$ cat src/rtl/peripheral_ahb32apb4.sv
// rtl/peripheral_ahb32apb4.sv - APB4 slave to AHB3-Lite master bridge, one outstanding SINGLE transfer
module peripheral_ahb32apb4 #(
  parameter int                    HADDR_SIZE = 32,
  parameter int                    HDATA_SIZE = 32,
  parameter int                    PADDR_SIZE = 10,
  parameter int                    PDATA_SIZE = 32,
  parameter logic [HADDR_SIZE-1:0] BASE_ADDR  = '0
) (
  input  logic                    i_hclk,
  input  logic                    i_hreset,
  input  logic                    i_psel,
  input  logic                    i_penable,
  input  logic [PADDR_SIZE-1:0]   i_paddr,
  input  logic                    i_pwrite,
  input  logic [PDATA_SIZE-1:0]   i_pwdata,
  input  logic [PDATA_SIZE/8-1:0] i_pstrb,
  input  logic [2:0]              i_pprot,
  output logic [PDATA_SIZE-1:0]   o_prdata,
  output logic                    o_pready,
  output logic                    o_pslverr,
  output logic [HADDR_SIZE-1:0]   o_haddr,
  output logic                    o_hwrite,
  output logic [2:0]              o_hsize,
  output logic [2:0]              o_hburst,
  output logic [3:0]              o_hprot,
  output logic [1:0]              o_htrans,
  output logic                    o_hmastlock,
  output logic [HDATA_SIZE-1:0]   o_hwdata,
  input  logic [HDATA_SIZE-1:0]   i_hrdata,
  input  logic                    i_hready,
  input  logic                    i_hresp
);

  localparam int                    STRB_W        = PDATA_SIZE / 8;
  localparam int                    ALIGN_W       = $clog2(STRB_W);
  localparam logic [PADDR_SIZE-1:0] ALIGN_MASK    = PADDR_SIZE'((1 << ALIGN_W) - 1);
  localparam logic [1:0]            HTRANS_IDLE   = 2'b00;
  localparam logic [1:0]            HTRANS_NONSEQ = 2'b10;

  // DECODE spends the APB access-phase cycle checking the latched request;
  // REJECT delays the error response so it lines up with a normal PREADY slot.
  typedef enum logic [2:0] {
    ST_IDLE,
    ST_DECODE,
    ST_REJECT,
    ST_ADDR,
    ST_DATA,
    ST_RESP
  } state_t;

  state_t                  r_state;
  logic [PADDR_SIZE-1:0]   r_paddr;
  logic                    r_pwrite;
  logic [PDATA_SIZE-1:0]   r_pwdata;
  logic [STRB_W-1:0]       r_pstrb;
  logic [1:0]              r_pprot;
  logic [PDATA_SIZE-1:0]   r_prdata;
  logic                    r_pready;
  logic                    r_pslverr;
  logic [HADDR_SIZE-1:0]   r_haddr;
  logic                    r_hwrite;
  logic [3:0]              r_hprot;
  logic [1:0]              r_htrans;
  logic [HDATA_SIZE-1:0]   r_hwdata;

  logic                    w_misaligned;
  logic                    w_bad_strb;
  logic [HADDR_SIZE-1:0]   w_haddr;
  logic                    w_unused_pprot;

  assign w_misaligned   = |(r_paddr & ALIGN_MASK);
  assign w_bad_strb     = r_pwrite && (r_pstrb != {STRB_W{1'b1}});
  assign w_haddr        = BASE_ADDR + HADDR_SIZE'(r_paddr);
  assign w_unused_pprot = i_pprot[1];

  always_ff @(posedge i_hclk) begin
    if (i_hreset) begin
      r_state   <= ST_IDLE;
      r_paddr   <= '0;
      r_pwrite  <= 1'b0;
      r_pwdata  <= '0;
      r_pstrb   <= '0;
      r_pprot   <= '0;
      r_prdata  <= '0;
      r_pready  <= 1'b0;
      r_pslverr <= 1'b0;
      r_haddr   <= '0;
      r_hwrite  <= 1'b0;
      r_hprot   <= '0;
      r_htrans  <= HTRANS_IDLE;
      r_hwdata  <= '0;
    end else begin
      case (r_state)
        ST_IDLE: begin
          if (i_psel && !i_penable) begin
            r_paddr  <= i_paddr;
            r_pwrite <= i_pwrite;
            r_pwdata <= i_pwdata;
            r_pstrb  <= i_pstrb;
            r_pprot  <= {i_pprot[2], i_pprot[0]};
            r_state  <= ST_DECODE;
          end
        end
        ST_DECODE: begin
          if (w_misaligned || w_bad_strb) begin
            r_state <= ST_REJECT;
          end else begin
            r_htrans <= HTRANS_NONSEQ;
            r_haddr  <= w_haddr;
            r_hwrite <= r_pwrite;
            r_hprot  <= {2'b00, r_pprot[0], ~r_pprot[1]};
            r_state  <= ST_ADDR;
          end
        end
        ST_REJECT: begin
          r_pready  <= 1'b1;
          r_pslverr <= 1'b1;
          r_prdata  <= '0;
          r_state   <= ST_RESP;
        end
        ST_ADDR: begin
          if (i_hready) begin
            r_htrans <= HTRANS_IDLE;
            if (r_hwrite) begin
              r_hwdata <= r_pwdata;
            end
            r_state <= ST_DATA;
          end
        end
        ST_DATA: begin
          // HREADY low with HRESP high is the first ERROR cycle: keep waiting.
          if (i_hready) begin
            r_pready  <= 1'b1;
            r_pslverr <= i_hresp;
            r_prdata  <= (!i_hresp && !r_hwrite) ? i_hrdata : '0;
            r_state   <= ST_RESP;
          end
        end
        ST_RESP: begin
          r_pready  <= 1'b0;
          r_pslverr <= 1'b0;
          r_prdata  <= '0;
          r_state   <= ST_IDLE;
        end
        default: begin
          r_state <= ST_IDLE;
        end
      endcase
    end
  end

  assign o_prdata    = r_prdata;
  assign o_pready    = r_pready;
  assign o_pslverr   = r_pslverr;
  assign o_haddr     = r_haddr;
  assign o_hwrite    = r_hwrite;
  assign o_hsize     = 3'($clog2(HDATA_SIZE / 8));
  assign o_hburst    = 3'b000;
  assign o_hprot     = r_hprot;
  assign o_htrans    = r_htrans;
  assign o_hmastlock = 1'b0;
  assign o_hwdata    = r_hwdata;

endmodule

$ cat config.mk
export PLATFORM = sky130hd
export DESIGN_NAME = peripheral_ahb32apb4
export DESIGN_NICKNAME = d
export VERILOG_FILES = /design/src/rtl/peripheral_ahb32apb4.sv
export SDC_FILE = /design/constraint.sdc
export NUM_CORES = 1
export LEC_CHECK = 0
export ABC_AREA = 1
export CAP_MARGIN = 20
export CORE_ASPECT_RATIO = 0.75
export CORE_UTILIZATION = 48
export DETAILED_ROUTE_END_ITERATION = 16
export PLACE_DENSITY = 0.88
export SLEW_MARGIN = 40
export SYNTH_ARGS = -nofsm -noshare
export SYNTH_HDL_FRONTEND = slang
export SYNTH_SLANG_ARGS = --single-unit
export TNS_END_PERCENT = 30
$ cat constraint.sdc
create_clock -name i_hclk -period 1.9 [get_ports i_hclk]
set_input_delay 0.57 -clock i_hclk [delete_from_list [all_inputs] [get_ports i_hclk]]
set_output_delay 0.57 -clock i_hclk [all_outputs]
set_load 0.02 [all_outputs]
==> results of run 1 <==
[metrics by stage]
step	hold slack, ps	util
floorplan	423	-
global placement	425	0.652
detailed placement	437	0.652
CTS	449	0.698
global route	462	0.698
finish	450	0.698
[registers in the layout, indices dropped and copies added (netlist names)]
signal / flops
r_paddr: 10
o_haddr: 10
o_pready: 1
o_prdata: 32
r_pprot: 2
o_hwdata: 32
o_hwrite: 1
r_pwrite: 1
r_pstrb: 4
o_hprot: 2
o_htrans: 1
r_state: 3
o_pslverr: 1
r_pwdata: 32
[power by group through the flow]
stage / Combinational (mW) / Clock, mW / Sequential, mW
2_1_floorplan: 1.07 / 0 / 3.63
3_3_place_gp: 2.09 / 0 / 3.37
3_5_place_dp: 2.13 / 0 / 3.38
4_1_cts: 1.99 / 3.39 / 3.32
5_1_grt: 2.20 / 3.52 / 3.36
6_report: 1.97 / 3.34 / 3.32
[cell type report]
| class | count | area [sq um] | area share |
|---|---|---|---|
| clock buffers | 19 | 433 | 0.0567 |
| repair buffers | 184 | 1820 | 0.238 |
| flip-flops and latches | 132 | 2640 | 0.346 |
| inverters | 65 | 246 | 0.0323 |
| multi-input cells | 453 | 2140 | 0.281 |
| well taps | 140 | 175 | 0.0229 |
| clock inverters | 13 | 175 | 0.0229 |
[Yosys cell counts]
cell type	instances
buf_8	1
nand2_1	74
buf_4	40
inv_4	1
o21ai_1	17
nand3_2	1
a31oi_1	2
clkbuf_1	14
nand3_4	3
a21oi_1	86
inv_2	1
o21a_1	1
inv_1	63
buf_2	16
nand4_1	2
nor2_4	2
nor2_8	1
nor2_1	87
o21ai_0	71
nand3_1	45
o21ai_2	2
clkbuf_2	1
nor2_2	12
nand2_2	15
buf_6	4
dfxtp_1	132
conb_1	2
[worst paths after layout]
path | start | end | slack [ps]
max | o_hwrite | o_hwrite | 200
min | o_haddr[0] | o_haddr[0] | 450
max reg2reg | r_state[1] | o_prdata[26] | 290
min reg2reg | o_haddr[0] | o_haddr[0] | 450
[timing repair]
action,4_1_cts,5_1_grt
gates resized for setup,80,0
hold buffers,0,0
endpoints found under the setup margin,80,0
[placed cells by master (no fill, tap or decap)]
cell	instances
clkbuf_16	17
buf_4	8
bufinv_16	3
o21ai_2	2
a21oi_1	86
inv_2	1
nor2_8	1
dfxtp_1	132
nand4_1	2
clkinvlp_4	2
nor2_4	2
inv_4	1
inv_6	4
o21ai_1	17
dlygate4sd2_1	80
nor2_1	87
a31oi_1	2
nand2_2	15
clkinv_4	4
o21ai_0	71
buf_12	10
o21a_1	1
clkbuf_1	2
nand3_2	1
inv_1	63
clkdlybuf4s50_1	86
nand3_4	3
conb_1	32
nand3_1	45
nand2_1	74
nor2_2	12
[layer usage]
metal / wire, microns / vias up / part of all wire
li1: - / 2499 / -
met1: 5890 / 2218 / 0.45
met2: 6120 / 153 / 0.47
met3: 804 / 14 / 0.062
met4: 134 / 0 / 0.010
met5: 0 / - / 0
[worst reg2reg max path, stage by stage, from the launching register on]
cell	delay (ps)
dfxtp_1	660
inv_1	160
o21ai_2	150
nand2_2	120
nand2_2	120
buf_12	190
nor2_1	80
nor2_1	90
[cell families (layout without fill, tap and decap cells)]
kind of cell,count (synthesis),in the layout,synth area share
and+or+nand+nor,242,242,0.206
other,2,32,0.00139
buffers and inverters,141,281,0.137
AOI/OAI and AO/OA,179,179,0.168
DFF,132,132,0.488
==> key figures, run 1 <==
Pwr
  • Logic pwr share: 0.229
  • Power Internal: approximately 6 mW
  • Seq pwr share: 0.384
  • Max VDD drop: 0.650 mV
  • Leakage power: between 3 and 4 nW
  • Switch Pwr: about 2.6 mW
  • Total power: between 8 and 9 mW
  • Clock network power share: 0.387
  • Sw Share: 0.303
  • Pwr Density: around 1100 nW/um^2

Worst setup path
  • CP required: 1330 ps
  • Stages on worst setup path: 1
  • Cell family with most CP delay: buffers and inverters
  • Critical Path Source Type: flip-flop
  • Worst r2r path cells: 7
  • Worst Setup Path Type: reg -> out
  • CP cell instances: dlygate4sd2_1
  • Buf+Inv Stages, Crit Path: 1
  • CP Max Fanout: 2
  • Critical path capture point type: primary output
  • Slowest-stage cell, CP: dlygate4sd2_1
  • Max stage delay on crit path: between 300 and 400 ps
  • CP Data Arrival Time: around 1100 ps

Synthesis
  • Share of the synthesized area in the top cell type: 0.488
  • #FFs+latches synth: approximately 130
  • Ys Warns: 0
  • Top cells by area, synth: dfxtp_1 49%, a21oi_1 7.9%, o21ai_0 6.6%, nor2_1 6.0%, buf_4 5.5%
  • Unique cell type count in the Yosys netlist: 27
  • Area leader, netlist: dfxtp_1
  • Avg Cell Area, Syn: 7.79 sq um
  • Mapped Cells: 696
  • Sequential fraction of the synthesis area: 0.488
  • Synthesized area: between 5000 and 6000 sq um

Die
  • Initial Util: 0.495
  • Die ar.: roughly 12000 sq um
  • Core area: between 10000 and 15000 sq um
  • Die height: approximately 94 microns
  • Number of core rows: 33
  • Die Wd: 125 microns
  • IO Count: 200

Cells and area
  • Fillers: between 800 and 900
  • Final std cells w/o fill: 1006
  • Area Growth Syn to Fin: 41.0%
  • Share of layout cells above drive strength 1: 0.0993
  • Ant diodes: 0
  • Fin nets: ~940
  • Design Area, Final: around 7600 sq um

Timing
  • Minimum clock period: roughly 1700 ps
  • Final setup TNS: 0 ps
  • Setup slack after layout: approximately 200 ps
  • Setup Skew: between 6 and 7 ps
  • Slew @ Worst Pin: approximately 540 ps
  • Fin. Hold Viols: 0
  • Post-route clock period utilization: 0.896
  • Timing-limited maximum frequency: about 600 MHz
  • RSZ-0062 raised after global routing: false
  • Setup Viol. Count Final: 0
  • Pins over their slew limit: 0
  • Slew headroom: 0.639

Global route
  • Initial antenna violation count: 0
  • Gr busiest metal: met2
  • Met3 Usage GRT: 0.0712
  • Largest net degree at the start of global routing: 56
  • M1 GR Usage: 0.291
  • Gr ovfl total: 0
  • Vias in the first global route: around 4400
  • First-pass GRT wire length: between 20000 and 25000 microns
  • Total global-route track usage: 0.227
  • M2 GR Usage: 0.364

Drt
  • DR WL/cell: 12.9 microns
  • Vias: 4884
  • Residual DRC: 0
  • Routed Antenna Nets: 0
  • Pre-antenna DRT Iters: 4
  • Drt total wl: 12900 microns
  • Iter 0 DRT Violations: approximately 330
  • DR vias/cell: approximately 4.9

Place
  • Placed Cells: about 970
  • Final GP Congestion: 0.776
  • Detailed placement HPWL: 8710 microns
  • Post-DP Area: 7130 sq um
  • Port bufs: 166
  • Dpl ws: -73.4 ps

CTS
  • H-Tree Depth: 4
  • Worst-Skew Late Latency: around 410 ps
  • Post-CTS Repair Setup Buffers: 0
  • CTS tree: built
  • Reg clk slew, reported paths: about 60 ps
  • Num CTS Buffers: 17
  • CTS root buffer: clkbuf_16
  • CTS sink cnt: about 130
  • Maximum clock insertion buffer count: 2

Flow run
  • Max_cap viols: 0

Status
  • Outcome: completed

Min path
  • WHS Path Cells: 2
  • HP Class: reg -> reg
Note: power is estimated with default switching activity, not from simulation.
==> run 2: changes to the inputs <==
CORE_ASPECT_RATIO = 1.25   (was 0.75)
CTS_CLUSTER_DIAMETER = 200   (was not set)
==> run 2 against run 1 <==
Compared with the run above: die area hardly changed; clock-buffer cell count grew 1; clock power shrank 11%; combinational power barely moved; largest cell class unchanged; largest power group is now sequential cells.
==> key figures, run 2 (synthesis results as in run 1) <==
Die
  • IO Count: 200 (unchanged)
  • Number of core rows: 43 (+30%)
  • Core area: 11000 sq um (+0.80%)
  • Die height: 121 microns (+28%)
  • Die ar.: 11700 sq um (about the same)
  • Die Wd: 97.0 microns (-22%)
  • Initial Util: 0.491 (-0.00393)

Worst setup path
  • Slowest-stage cell, CP: dfxtp_1
  • CP Data Arrival Time: 1170 ps (+40 ps)
  • Buf+Inv Stages, Crit Path: 1 (unchanged)
  • Critical path capture point type: primary output
  • Max stage delay on crit path: 390 ps (about the same)
  • Cell family with most CP delay: flip-flops
  • CP Max Fanout: 4 (+2)
  • Critical Path Source Type: flip-flop
  • CP required: 1330 ps (about the same)
  • CP cell instances: dlygate4sd2_1
  • Worst Setup Path Type: reg -> out

Timing
  • Setup Skew: 8.03 ps (+1.85 ps)
  • Slew @ Worst Pin: 516 ps (-23.8 ps)
  • Post-route clock period utilization: 0.915 (+0.0184)
  • RSZ-0062 raised after global routing: false
  • Minimum clock period: 1740 ps (+34.9 ps)
  • Fin. Hold Viols: 0 (unchanged)
  • Setup Viol. Count Final: 0 (unchanged)
  • Slew headroom: 0.655 (+0.0159)
  • Pins over their slew limit: 0 (unchanged)
  • Timing-limited maximum frequency: 575 MHz (-2.0%)

Global route
  • Total global-route track usage: 0.219 (-0.00762)
  • Vias in the first global route: 4451 (+1.3%)
  • Largest net degree at the start of global routing: 55 (-1.8%)
  • Gr ovfl total: 0 (unchanged)
  • First-pass GRT wire length: 20600 microns (-2.9%)
  • Initial antenna violation count: 0 (unchanged)

Drt
  • Vias: 4883 (-0.020%)
  • DR vias/cell: 4.87 (+0.28%)
  • DR WL/cell: 12.6 microns (-2.1%)
  • Iter 0 DRT Violations: 237 (-29%)
  • Residual DRC: 0 (unchanged)
  • Routed Antenna Nets: 0 (unchanged)
  • Pre-antenna DRT Iters: 4 (unchanged)
  • Drt total wl: 12600 microns (-2.3%)

Pwr
  • Switch Pwr: 2.58 mW (-1.1%)
  • Clock network power share: 0.360 (-0.027)
  • Seq pwr share: 0.401 (+0.017)
  • Sw Share: 0.313 (+0.0105)
  • Logic pwr share: 0.239 (+0.010)
  • Power Internal: 5.66 mW (-5.8%)
  • Max VDD drop: 0.686 mV (+5.6%)
  • Leakage power: 3.42 nW (-0.30%)
  • Pwr Density: 1090 nW/um^2 (-3.8%)

CTS
  • H-Tree Depth: 4 (unchanged)
  • CTS tree: built
  • CTS sink cnt: 132 (unchanged)
  • Maximum clock insertion buffer count: 2 (unchanged)
  • Num CTS Buffers: 17 (unchanged)
  • Post-CTS Repair Setup Buffers: 0 (unchanged)
  • Reg clk slew, reported paths: 60 ps (about the same)
  • Worst-Skew Late Latency: 410 ps (about the same)
  • CTS root buffer: clkbuf_16

Cells and area
  • Final std cells w/o fill: 1003 (-0.30%)
  • Area Growth Syn to Fin: 40.2%
  • Fillers: 877 (+1.6%)
  • Design Area, Final: 7590 sq um (-0.57%)
  • Multi-input gate area: 2140 sq um (unchanged)
  • Share of layout cells above drive strength 1: 0.101 (+0.00208)
  • Most frequent cells in the layout: 132 x dfxtp_1, 87 x nor2_1, 86 x a21oi_1, 86 x clkdlybuf4s50_1, 80 x dlygate4sd2_1
  • Commonest non-fill, non-tap cell in the layout: dfxtp_1
  • Final Core Density: 0.689 (-0.00951)
  • Ant diodes: 0 (unchanged)
  • Fin nets: 943 (+0.21%)
  • Register Area: 2640 sq um (unchanged)

Status
  • Outcome: completed

Flow run
  • Max_cap viols: 0 (unchanged)

Place
  • Placed Cells: 971 (-0.31%)
  • Port bufs: 166 (unchanged)
  • Detailed placement HPWL: 8560 microns (-1.7%)
  • Final GP Congestion: 0.769 (-0.98%)
  • Post-DP Area: 7150 sq um (+0.30%)

Min path
  • HP Class: reg -> reg
==> run 2: final timing paths <==
path         slack [ps]          end        from  depth (start not counted)
max                 160     o_hwrite    o_hwrite                          1
min reg2reg         430   o_haddr[1]  o_haddr[1]                          2
min                 430   o_haddr[1]  o_haddr[1]                          2
max reg2reg         360  o_prdata[3]  r_state[1]                          7
==> run 2: worst reg2reg max path, cell delays in order (launching register included) <==
cell     delay, ps
dfxtp_1        640
inv_1          140
o21ai_2        150
nand2_2        120
nand2_2        100
buf_12         180
nor2_1          70
nor2_1          90
==> run 2: stage by stage <==
stage                     power (mW)  setup WS (ps)  hold WS [ps]  TNS [ps]
after floorplan                 4.70            538           423         0
after global placement          5.45          -31.7           428      -748
after detailed placement        5.51          -72.5           431     -1310
after CTS                       8.34            141           437         0
after global routing            8.71            118           441         0
final                           8.25            162           435         0
==> run 2: repair_timing <==
action / CTS / global route
hold buffers: 0 / 0
endpoints found under the setup margin: 80 / 0
endpoints found under the hold margin: 0 / 0
gates resized for setup: 80 / 0
==> run 2: power by group through the flow <==
| stage | sequential [mW] | clock, mW | combinational, mW |
|---|---|---|---|
| 3_5_place_dp | 3.38 | 0 | 2.13 |
| 2_1_floorplan | 3.63 | 0 | 1.07 |
| 3_3_place_gp | 3.36 | 0 | 2.09 |
| 6_report | 3.31 | 2.97 | 1.97 |
| 5_1_grt | 3.35 | 3.18 | 2.18 |
| 4_1_cts | 3.31 | 3.04 | 1.99 |
==> run 2: layout make-up <==
type | count | share of cell area
Sequential cell | 132 | 0.348
Multi-Input combinational cell | 453 | 0.282
Timing Repair Buffer | 186 | 0.243
Clock buffer | 20 | 0.0588
Inverter | 65 | 0.0325
Tap cell | 135 | 0.0222
Clock inverter | 12 | 0.0127
==> run 2: routing by layer <==
layer / vias up / routed length, microns / track usage
met4: 0 / 208 / 0.0849
li1: 2491 / - / -
met5: - / 0 / 0
met1: 2218 / 5260 / 0.252
met2: 163 / 6120 / 0.366
met3: 11 / 1050 / 0.0867
